`src/rtl/lpddr2_ca_decoder.sv`:
```
// LPDDR2 x16 device-side CA decoder: turns captured CA halves into one registered
// command per clock and tracks bank, mode-register, burst and power state.
module lpddr2_ca_decoder #(
  parameter int BA_BITS  = 3,
  parameter int ROW_BITS = 15,
  parameter int COL_BITS = 12,
  parameter int CA_BITS  = 10
) (
  input  logic                      ck,
  input  logic                      rst,
  input  logic                      cke,
  input  logic                      cs_n,
  input  logic [CA_BITS-1:0]        ca_r,
  input  logic [CA_BITS-1:0]        ca_f,
  output logic                      cmd_vld,
  output logic [3:0]                cmd,
  output logic [BA_BITS-1:0]        ba,
  output logic [ROW_BITS-1:0]       row,
  output logic [COL_BITS-1:0]       col,
  output logic                      ap,
  output logic                      ab,
  output logic [7:0]                ma,
  output logic [7:0]                op,
  output logic [(2**BA_BITS)-1:0]   bank_open,
  output logic [7:0]                mr1,
  output logic [7:0]                mr2,
  output logic [4:0]                bl,
  output logic                      rd_busy,
  output logic                      wr_busy,
  output logic [1:0]                pstate,
  output logic                      err,
  output logic [2:0]                err_code
);

  localparam int NBANK = 2**BA_BITS;

  localparam logic [3:0] CMD_MRW  = 4'd1;
  localparam logic [3:0] CMD_MRR  = 4'd2;
  localparam logic [3:0] CMD_REF  = 4'd3;
  localparam logic [3:0] CMD_PRE  = 4'd4;
  localparam logic [3:0] CMD_ACT  = 4'd5;
  localparam logic [3:0] CMD_WR   = 4'd6;
  localparam logic [3:0] CMD_RD   = 4'd7;
  localparam logic [3:0] CMD_BST  = 4'd8;
  localparam logic [3:0] CMD_PDE  = 4'd9;
  localparam logic [3:0] CMD_SRE  = 4'd10;
  localparam logic [3:0] CMD_DPDE = 4'd11;
  localparam logic [3:0] CMD_LPX  = 4'd12;

  localparam logic [2:0] ERR_ACT_OPEN = 3'd1;
  localparam logic [2:0] ERR_CLOSED   = 3'd2;
  localparam logic [2:0] ERR_REF_OPEN = 3'd3;
  localparam logic [2:0] ERR_BST_IDLE = 3'd4;
  localparam logic [2:0] ERR_ILLEGAL  = 3'd5;

  localparam logic [7:0] MR1_DEF = 8'h02;
  localparam logic [7:0] MR2_DEF = 8'h01;

  typedef enum logic [1:0] {
    PS_ACTIVE = 2'd0,
    PS_PD     = 2'd1,
    PS_SREF   = 2'd2,
    PS_DPD    = 2'd3
  } pstate_e;

  function automatic logic [4:0] burst_len(input logic [7:0] m);
    case (m[2:0])
      3'b011:  burst_len = 5'd8;
      3'b100:  burst_len = 5'd16;
      default: burst_len = 5'd4;
    endcase
  endfunction

  // Burst occupancy in clocks: BL/2 at double data rate.
  function automatic logic [3:0] burst_cycles(input logic [7:0] m);
    case (m[2:0])
      3'b011:  burst_cycles = 4'd4;
      3'b100:  burst_cycles = 4'd8;
      default: burst_cycles = 4'd2;
    endcase
  endfunction

  pstate_e              ps_q, ps_d;
  logic                 cmd_vld_q, cmd_vld_d;
  logic [3:0]           cmd_q, cmd_d;
  logic [BA_BITS-1:0]   ba_q, ba_d;
  logic [ROW_BITS-1:0]  row_q, row_d;
  logic [COL_BITS-1:0]  col_q, col_d;
  logic                 ap_q, ap_d;
  logic                 ab_q, ab_d;
  logic [7:0]           ma_q, ma_d;
  logic [7:0]           op_q, op_d;
  logic [NBANK-1:0]     bank_open_q, bank_open_d;
  logic [7:0]           mr1_q, mr1_d;
  logic [7:0]           mr2_q, mr2_d;
  logic [3:0]           cnt_q, cnt_d;
  logic                 dir_wr_q, dir_wr_d;
  logic                 rd_busy_q, rd_busy_d;
  logic                 wr_busy_q, wr_busy_d;
  logic                 err_q, err_d;
  logic [2:0]           err_code_q, err_code_d;

  logic [BA_BITS-1:0]   ca_ba;
  logic [ROW_BITS-1:0]  ca_row;
  logic [COL_BITS-1:0]  ca_col;
  logic [7:0]           ca_ma;
  logic [7:0]           ca_op;

  assign ca_ba  = BA_BITS'(ca_r[9:7]);
  assign ca_row = ROW_BITS'({ca_f[9:8], ca_r[6:2], ca_f[7:0]});
  assign ca_col = COL_BITS'({ca_f[9:1], ca_r[6:5], 1'b0});
  assign ca_ma  = {ca_f[1:0], ca_r[9:4]};
  assign ca_op  = ca_f[9:2];

  always_comb begin
    ps_d        = ps_q;
    cmd_vld_d   = 1'b0;
    cmd_d       = cmd_q;
    ba_d        = ba_q;
    row_d       = row_q;
    col_d       = col_q;
    ap_d        = ap_q;
    ab_d        = ab_q;
    ma_d        = ma_q;
    op_d        = op_q;
    bank_open_d = bank_open_q;
    mr1_d       = mr1_q;
    mr2_d       = mr2_q;
    cnt_d       = (cnt_q != 4'd0) ? cnt_q - 4'd1 : 4'd0;
    dir_wr_d    = dir_wr_q;
    err_d       = 1'b0;
    err_code_d  = err_code_q;

    case (ps_q)
      PS_ACTIVE: begin
        if (!cke) begin
          cmd_vld_d = 1'b1;
          if (cs_n) begin
            ps_d  = PS_PD;
            cmd_d = CMD_PDE;
          end else if (ca_r[2:0] == 3'b100) begin
            ps_d  = PS_SREF;
            cmd_d = CMD_SRE;
            if (bank_open_q != '0) begin
              err_d      = 1'b1;
              err_code_d = ERR_REF_OPEN;
            end
          end else if (ca_r[2:0] == 3'b011) begin
            ps_d  = PS_DPD;
            cmd_d = CMD_DPDE;
          end else begin
            ps_d       = PS_PD;
            cmd_d      = CMD_PDE;
            err_d      = 1'b1;
            err_code_d = ERR_ILLEGAL;
          end
        end else if (!cs_n) begin
          casez (ca_r[3:0])
            4'b??10: begin
              cmd_vld_d = 1'b1;
              cmd_d     = CMD_ACT;
              ba_d      = ca_ba;
              row_d     = ca_row;
              if (bank_open_q[ca_ba]) begin
                err_d      = 1'b1;
                err_code_d = ERR_ACT_OPEN;
              end else begin
                bank_open_d[ca_ba] = 1'b1;
              end
            end
            4'b?001, 4'b?101: begin
              cmd_vld_d = 1'b1;
              cmd_d     = ca_r[2] ? CMD_RD : CMD_WR;
              ba_d      = ca_ba;
              col_d     = ca_col;
              ap_d      = ca_f[0];
              if (!bank_open_q[ca_ba]) begin
                err_d      = 1'b1;
                err_code_d = ERR_CLOSED;
              end else begin
                // A new column command restarts the burst and may flip direction.
                cnt_d    = burst_cycles(mr1_q);
                dir_wr_d = !ca_r[2];
                if (ca_f[0]) begin
                  bank_open_d[ca_ba] = 1'b0;
                end
              end
            end
            4'b0011: begin
              cmd_vld_d = 1'b1;
              cmd_d     = CMD_BST;
              if (cnt_q != 4'd0) begin
                cnt_d = 4'd0;
              end else begin
                err_d      = 1'b1;
                err_code_d = ERR_BST_IDLE;
              end
            end
            4'b1011: begin
              cmd_vld_d = 1'b1;
              cmd_d     = CMD_PRE;
              ba_d      = ca_ba;
              ab_d      = ca_r[4];
              if (ca_r[4]) begin
                bank_open_d = '0;
              end else begin
                bank_open_d[ca_ba] = 1'b0;
              end
            end
            4'b?100: begin
              cmd_vld_d = 1'b1;
              cmd_d     = CMD_REF;
              ab_d      = ca_r[3];
              if (ca_r[3] && (bank_open_q != '0)) begin
                err_d      = 1'b1;
                err_code_d = ERR_REF_OPEN;
              end
            end
            4'b0000: begin
              cmd_vld_d = 1'b1;
              cmd_d     = CMD_MRW;
              ma_d      = ca_ma;
              op_d      = ca_op;
              if (ca_ma == 8'h01) begin
                mr1_d = ca_op;
              end else if (ca_ma == 8'h02) begin
                mr2_d = ca_op;
              end else if (ca_ma == 8'h3F) begin
                mr1_d       = MR1_DEF;
                mr2_d       = MR2_DEF;
                bank_open_d = '0;
                cnt_d       = 4'd0;
              end
            end
            4'b1000: begin
              cmd_vld_d = 1'b1;
              cmd_d     = CMD_MRR;
              ma_d      = ca_ma;
            end
            default: begin
              cmd_vld_d = 1'b0;
            end
          endcase
        end
      end
      default: begin
        // Low-power states ignore CA until CKE returns high.
        if (cke) begin
          ps_d      = PS_ACTIVE;
          cmd_vld_d = 1'b1;
          cmd_d     = CMD_LPX;
          if (ps_q == PS_DPD) begin
            bank_open_d = '0;
            mr1_d       = MR1_DEF;
            mr2_d       = MR2_DEF;
          end
        end
      end
    endcase

    rd_busy_d = (cnt_d != 4'd0) && !dir_wr_d;
    wr_busy_d = (cnt_d != 4'd0) && dir_wr_d;
  end

  always_ff @(posedge ck) begin
    if (rst) begin
      ps_q        <= PS_ACTIVE;
      cmd_vld_q   <= 1'b0;
      cmd_q       <= 4'd0;
      ba_q        <= '0;
      row_q       <= '0;
      col_q       <= '0;
      ap_q        <= 1'b0;
      ab_q        <= 1'b0;
      ma_q        <= 8'd0;
      op_q        <= 8'd0;
      bank_open_q <= '0;
      mr1_q       <= MR1_DEF;
      mr2_q       <= MR2_DEF;
      cnt_q       <= 4'd0;
      dir_wr_q    <= 1'b0;
      rd_busy_q   <= 1'b0;
      wr_busy_q   <= 1'b0;
      err_q       <= 1'b0;
      err_code_q  <= 3'd0;
    end else begin
      ps_q        <= ps_d;
      cmd_vld_q   <= cmd_vld_d;
      cmd_q       <= cmd_d;
      ba_q        <= ba_d;
      row_q       <= row_d;
      col_q       <= col_d;
      ap_q        <= ap_d;
      ab_q        <= ab_d;
      ma_q        <= ma_d;
      op_q        <= op_d;
      bank_open_q <= bank_open_d;
      mr1_q       <= mr1_d;
      mr2_q       <= mr2_d;
      cnt_q       <= cnt_d;
      dir_wr_q    <= dir_wr_d;
      rd_busy_q   <= rd_busy_d;
      wr_busy_q   <= wr_busy_d;
      err_q       <= err_d;
      err_code_q  <= err_code_d;
    end
  end

  assign cmd_vld   = cmd_vld_q;
  assign cmd       = cmd_q;
  assign ba        = ba_q;
  assign row       = row_q;
  assign col       = col_q;
  assign ap        = ap_q;
  assign ab        = ab_q;
  assign ma        = ma_q;
  assign op        = op_q;
  assign bank_open = bank_open_q;
  assign mr1       = mr1_q;
  assign mr2       = mr2_q;
  assign bl        = burst_len(mr1_q);
  assign rd_busy   = rd_busy_q;
  assign wr_busy   = wr_busy_q;
  assign pstate    = ps_q;
  assign err       = err_q;
  assign err_code  = err_code_q;

endmodule

```
`config.mk`:
```
export PLATFORM = sky130hd
export DESIGN_NAME = lpddr2_ca_decoder
export DESIGN_NICKNAME = d
export VERILOG_FILES = /design/src/rtl/lpddr2_ca_decoder.sv
export SDC_FILE = /design/constraint.sdc
export NUM_CORES = 1
export LEC_CHECK = 0
export ABC_AREA = 1
export CORE_ASPECT_RATIO = 1.5
export CORE_UTILIZATION = 40
export DETAILED_ROUTE_END_ITERATION = 10
export GPL_TIMING_DRIVEN = 0
export PLACE_DENSITY_LB_ADDON = 0.2
export SETUP_SLACK_MARGIN = 0.15
export SLEW_MARGIN = 10
export SYNTH_ARGS = -nofsm -noshare
export SYNTH_HDL_FRONTEND = slang
export SYNTH_SLANG_ARGS = --single-unit
```
`constraint.sdc`:
```
create_clock -name ck -period 4.4 [get_ports ck]
set_clock_uncertainty 0.2 [all_clocks]
set_input_delay 0.66 -clock ck [delete_from_list [all_inputs] [get_ports ck]]
set_output_delay 0.66 -clock ck [all_outputs]
set_load 0.01 [all_outputs]
```
==> metrics.txt, run 1 <==
Post-DP HPWL=9950 um; Peak Freq=375 MHz; CTS tree=yes; Final Setup Violations=0; Residual DRC=0; CTS buffer count=9; Hold Slack=0.270 ns; pre-CTS setup slack=1.45 ns; TritonRoute pass-1 iters=4; Power Dens Cells=509 nW/um^2; R2R depth=9; CP Launch Point=mr1[2]; final setup TNS=0 ns; Syn Area/Cell=7.13 um^2; Hold Crit Class=reg -> reg; clock share of power=0.265; Placeable Area=10200 um^2; routability cong.=0.899; crit path kind=reg -> out; CTS Hold Bufs=0; max-cap violation count=0; Synth Register Bits=89; status=complete, no violations; Final min period=2.67 ns; Worst Tran Pin Value=0.635 ns; Synth top area share=0.421; initial antenna violation count=0; post-route ant nets=0; multi-input logic area=2110 um^2; Critical Path RT=3.54 ns; die area=11000 um^2; total power=2.96 mW; Horiz. Die Dim=86.0 um; Synth area leaders=dfxtp_1 42%, nor2_1 9.0%, nand2_1 7.9%, o21ai_0 7.6%, a21oi_1 7.0%; # IOs=114; fin util=0.570; chip height=128 um; P_int=1.87 mW; starting density of the core=0.415; Reg-to-Reg Start=pstate[0]; Longest Clk Path Bufs=2; Synth area leader=dfxtp_1; Max Slew Vio Count=0; total grt overflow=0; Cell Rows=45; vias in the first global route=4031; Synth Cell Area=4230 um^2; hold depth=2; sequential standard cell area=1780 um^2; CP max stage cell=clkdlybuf4s50_1; hold wc startpoint=cmd[0]; Port Buffers=109; share of post-route cells with drive strength above 1=0.117; initial DRC count=145; sequence of cells on the critical path=nor3b_1 > nor2_1 > clkdlybuf4s50_1; P&R area growth vs syn=37.3%; Post-CTS Setup Bufs=0; Worst-path clk slew=0.07 ns; fin crit share=0.606; # diodes=0; sw frac=0.367; Worst path max stage delay=0.51 ns; net switching power=1.09 mW; All-Layer GR Usage=0.238; NumNets Final=745; Syn Inst Count=594; Seq pwr share=0.345; vias per std cell=4.96; Yosys Warn Count=0; first-pass GRT wire length=20300 um; clk_lat worst skew=0.34 ns; crit start category=flop; pin count of the biggest net entering global routing=17; Slew HR=0.575; worst vdd ir=0.267 mV; # clock sinks=89; via count=4279; Yosys cell types=36; CTS resizes=0; Fillers=1007; crit end category=primary output; RSZ-0062 raised after global routing=no; hold violation total from the final report=0; Worst EP arrival=1.81 ns; worst-path maximum fanout=4; commonest non-fill, non-tap cell in the layout=clkdlybuf4s50_1; Comb pwr share=0.390; final worst slack=1.73 ns; Root Driver=clkbuf_16; Seq/Total Area, Yosys=0.421; Wirelength per Cell=14.9 um; static leakage=2.46 nW; most frequent cells in the layout=109 x clkdlybuf4s50_1, 102 x nor2_1, 89 x nand2_1, 89 x dfxtp_1, 64 x o21ai_0; Routed WL=12800 um; H-Tree Depth=3
## cell families (layout without fill, tap and decap cells)
group | after synthesis | after routing | synth area share
and+or+nand+nor | 266 | 266 | 0.284
AOI/OAI and AO/OA | 152 | 152 | 0.197
DFF | 89 | 89 | 0.421
buffers and inverters | 81 | 206 | 0.0827
adders and majority gates | 5 | 5 | 0.0148
other | 1 | 3 | 0.000886
## path summary, 6_finish.rpt
kind / slack [ns] / endpoint
hold reg to reg: 0.27 / cmd[0]
setup reg to reg: 1.90 / cmd[1]
hold / removal: 0.27 / cmd[0]
setup / recovery: 1.73 / bl[2]
## cells in the mapped netlist (all sizes together)
master and instances:
buf 18, dfxtp 89, nor2 116, o211ai 2
or2 2, nand2 99, conb 1, a211oi 1
nand4 4, a21oi 68, ha 5, a211o 1
o21ai 74, a31oi 3, o21bai 1, inv 56
nor3 14, clkbuf 6, clkinv 1, o21a 1
o2111ai 1, nand3 30, nor3b 1
## layout make-up
cell class / instances / area share
clock inverters: 6 / 0.0127
plain buffers: 24 / 0.0235
inverters: 57 / 0.0368
well taps: 141 / 0.0304
repair buffers: 109 / 0.188
multi-input cells: 426 / 0.363
clock buffers: 10 / 0.0394
flip-flops and latches: 89 / 0.307
## state kept, by name (all words and copies together), names as in the netlist, 2 cells and up
name	cells
row	15
ma	8
mr2	8
cnt_q	4
err_code	3
mr1	8
pstate	2
ba	3
cmd	4
op	8
bank_open	8
col	11
## per-stage QoR
step | std cells | instance area, um^2
after global routing | 862 | 5810
after floorplan | 596 | 4240
final | 862 | 5810
after detailed placement | 846 | 5510
after global placement | 846 | 5510
after CTS | 862 | 5810
## routing by layer
layer  GRT usage  part of all wire  routed length (um)
met2       0.424              0.53                6830
met1       0.271              0.40                5200
met5           0                 0                   0
met4       0.113             0.021                 270
met3      0.0425             0.043                 547
## worst max-delay path: cells and delay by family, from the launching register on
kind          cells  cell delay [ns]
buf+inv           1             0.51
flops             1             0.37
simple gates      2             0.58
## power groups by stage
stage / Clock [mW] / Combinational, mW / Sequential [mW]
6_report: 0.785 / 1.15 / 1.02
5_1_grt: 0.829 / 1.28 / 1.04
4_1_cts: 0.800 / 1.16 / 1.02
3_5_place_dp: 0 / 1.15 / 1.04
3_3_place_gp: 0 / 1.13 / 1.03
2_1_floorplan: 0 / 0.691 / 1.07
Power figures use the tool's default switching activity.
==> run 2, diff against run 1 <==
- clock period: 4.4 -> 2.75 ns (I/O delays scaled with it)
==> metrics.txt, run 2 (synthesis results as in run 1) <==
Worst path max stage delay=0.51 ns (about the same); crit path kind=reg -> out; RSZ-0062 raised after global routing=no; worst vdd ir=0.427 mV (+60%); share of post-route cells with drive strength above 1=0.119 (+0.00277); Cell Rows=45 (unchanged); Post-CTS Setup Bufs=0 (unchanged); Comb pwr share=0.391 (about the same); Cell Area, Placed=5510 um^2 (unchanged); status=complete, no violations; Peak Freq=414 MHz; pin count of the biggest net entering global routing=17 (unchanged); Horiz. Die Dim=86.0 um (unchanged); CP Launch Point=mr1[2]; NumNets Final=745 (unchanged); Max Slew Vio Count=0 (unchanged); Post-DP HPWL=9950 um (unchanged); sequence of cells on the critical path=nor3b_1 > nor2_1 > clkdlybuf4s50_1; commonest non-fill, non-tap cell in the layout=clkdlybuf4s50_1; Residual DRC=0 (unchanged); H-Tree Depth=3 (unchanged); die area=11000 um^2 (unchanged); initial DRC count=133 (-8.3%); final worst slack=0.333 ns (-1.40 ns); vias in the first global route=4031 (unchanged); Critical Path RT=2.14 ns (-1.40 ns); post-route ant nets=0 (unchanged); via count=4284 (+0.12%); Final min period=2.42 ns; Worst-path clk slew=0.07 ns (about the same); most frequent cells in the layout=109 x clkdlybuf4s50_1, 101 x nor2_1, 89 x nand2_1, 89 x dfxtp_1, 64 x o21ai_0; hold wc startpoint=cmd[0]; pre-CTS setup slack=0.0510 ns (-1.40 ns); P&R area growth vs syn=37.4% (about the same); clock share of power=0.265 (about the same); sw frac=0.367 (-0.000606); worst-path maximum fanout=4 (unchanged); # diodes=0 (unchanged); chip height=128 um (unchanged); Wirelength per Cell=14.9 um (-0.24%); Worst Tran Pin Value=0.623 ns (-0.0117 ns); final setup TNS=0 ns (unchanged); CTS Hold Bufs=0 (unchanged); sequential standard cell area=1780 um^2 (unchanged); CP max stage cell=clkdlybuf4s50_1; # clock sinks=89 (unchanged); max-cap violation count=0 (unchanged); crit start category=flop; Design Area, Final=5820 um^2 (about the same); net switching power=1.74 mW (+60%); hold violation total from the final report=0 (unchanged); Root Driver=clkbuf_16; clk_lat worst skew=0.34 ns (about the same); CTS buffer count=9 (unchanged); Worst EP arrival=1.80 ns (about the same); starting density of the core=0.415 (unchanged); initial antenna violation count=0 (unchanged); Hold Crit Class=reg -> reg; P_int=3.00 mW (+60%); Routed WL=12800 um (-0.24%); # IOs=114 (unchanged); CTS tree=yes; Slew HR=0.583 (+0.00782); fin util=0.571 (about the same); Fillers=1006 (-0.099%); multi-input logic area=2110 um^2 (+0.12%); All-Layer GR Usage=0.238 (unchanged); Placeable Area=10200 um^2 (unchanged); Longest Clk Path Bufs=2 (unchanged); Port Buffers=109 (unchanged); Final Setup Violations=0 (unchanged); Power Dens Cells=815 nW/um^2 (+60%); Seq pwr share=0.344 (about the same); vias per std cell=4.97 (+0.12%); total grt overflow=0 (unchanged); fin crit share=0.879; TritonRoute pass-1 iters=4 (unchanged); max reg flops=15 (unchanged); routability cong.=0.899 (unchanged); static leakage=2.47 nW (+0.15%); crit end category=primary output; first-pass GRT wire length=20300 um (unchanged); Reg-to-Reg Start=pstate[0]
-- run 2: cell type report --
class                           count  share of cell area
Clock buffer                       10              0.0394
Multi-Input combinational cell    426               0.363
Tap cell                          141              0.0303
Buffer                             24              0.0237
Sequential cell                    89               0.306
Timing Repair Buffer              109               0.188
Inverter                           57              0.0368
Clock inverter                      6              0.0127
-- run 2: metal layers --
layer,GRT usage,up-vias,routed length [um]
met1,0.271,1966,5220
li1,-,2179,-
met3,0.0425,27,563
met2,0.424,112,6670
met4,0.113,0,366
met5,0,-,0
-- run 2: metrics by stage --
step	hold WS [ns]	total power [mW]	std cells
2_1_floorplan	0.288	2.82	596
3_3_place_gp	0.258	3.47	846
6_report	0.269	4.74	862
3_5_place_dp	0.266	3.50	846
5_1_grt	0.307	5.04	862
4_1_cts	0.270	4.76	862
-- run 2: what timing repair did --
item	CTS	global route
resized for setup	0	2
setup endpoints to repair	0	4
endpoints found under the hold margin	0	0
-- run 2: final timing paths --
check	end	slack, ns	cells past startpoint
setup / recovery	bl[2]	0.33	3
hold / removal	cmd[0]	0.27	2
setup reg to reg	op[2]	0.44	10
hold reg to reg	cmd[0]	0.27	2
-- run 2: power groups by stage --
| stage | Combinational [mW] | Clock, mW | Sequential, mW |
|---|---|---|---|
| after floorplan | 1.11 | 0 | 1.71 |
| after global placement | 1.82 | 0 | 1.66 |
| after detailed placement | 1.84 | 0 | 1.66 |
| after CTS | 1.85 | 1.28 | 1.63 |
| after global routing | 2.06 | 1.33 | 1.66 |
| final | 1.85 | 1.25 | 1.63 |
-- run 2: critical path, delay by kind of cell (launching register included) --
kind                   cells  cell delay (ns)
and+or+nand+nor            2             0.58
DFF                        1             0.37
buffers and inverters      1             0.51
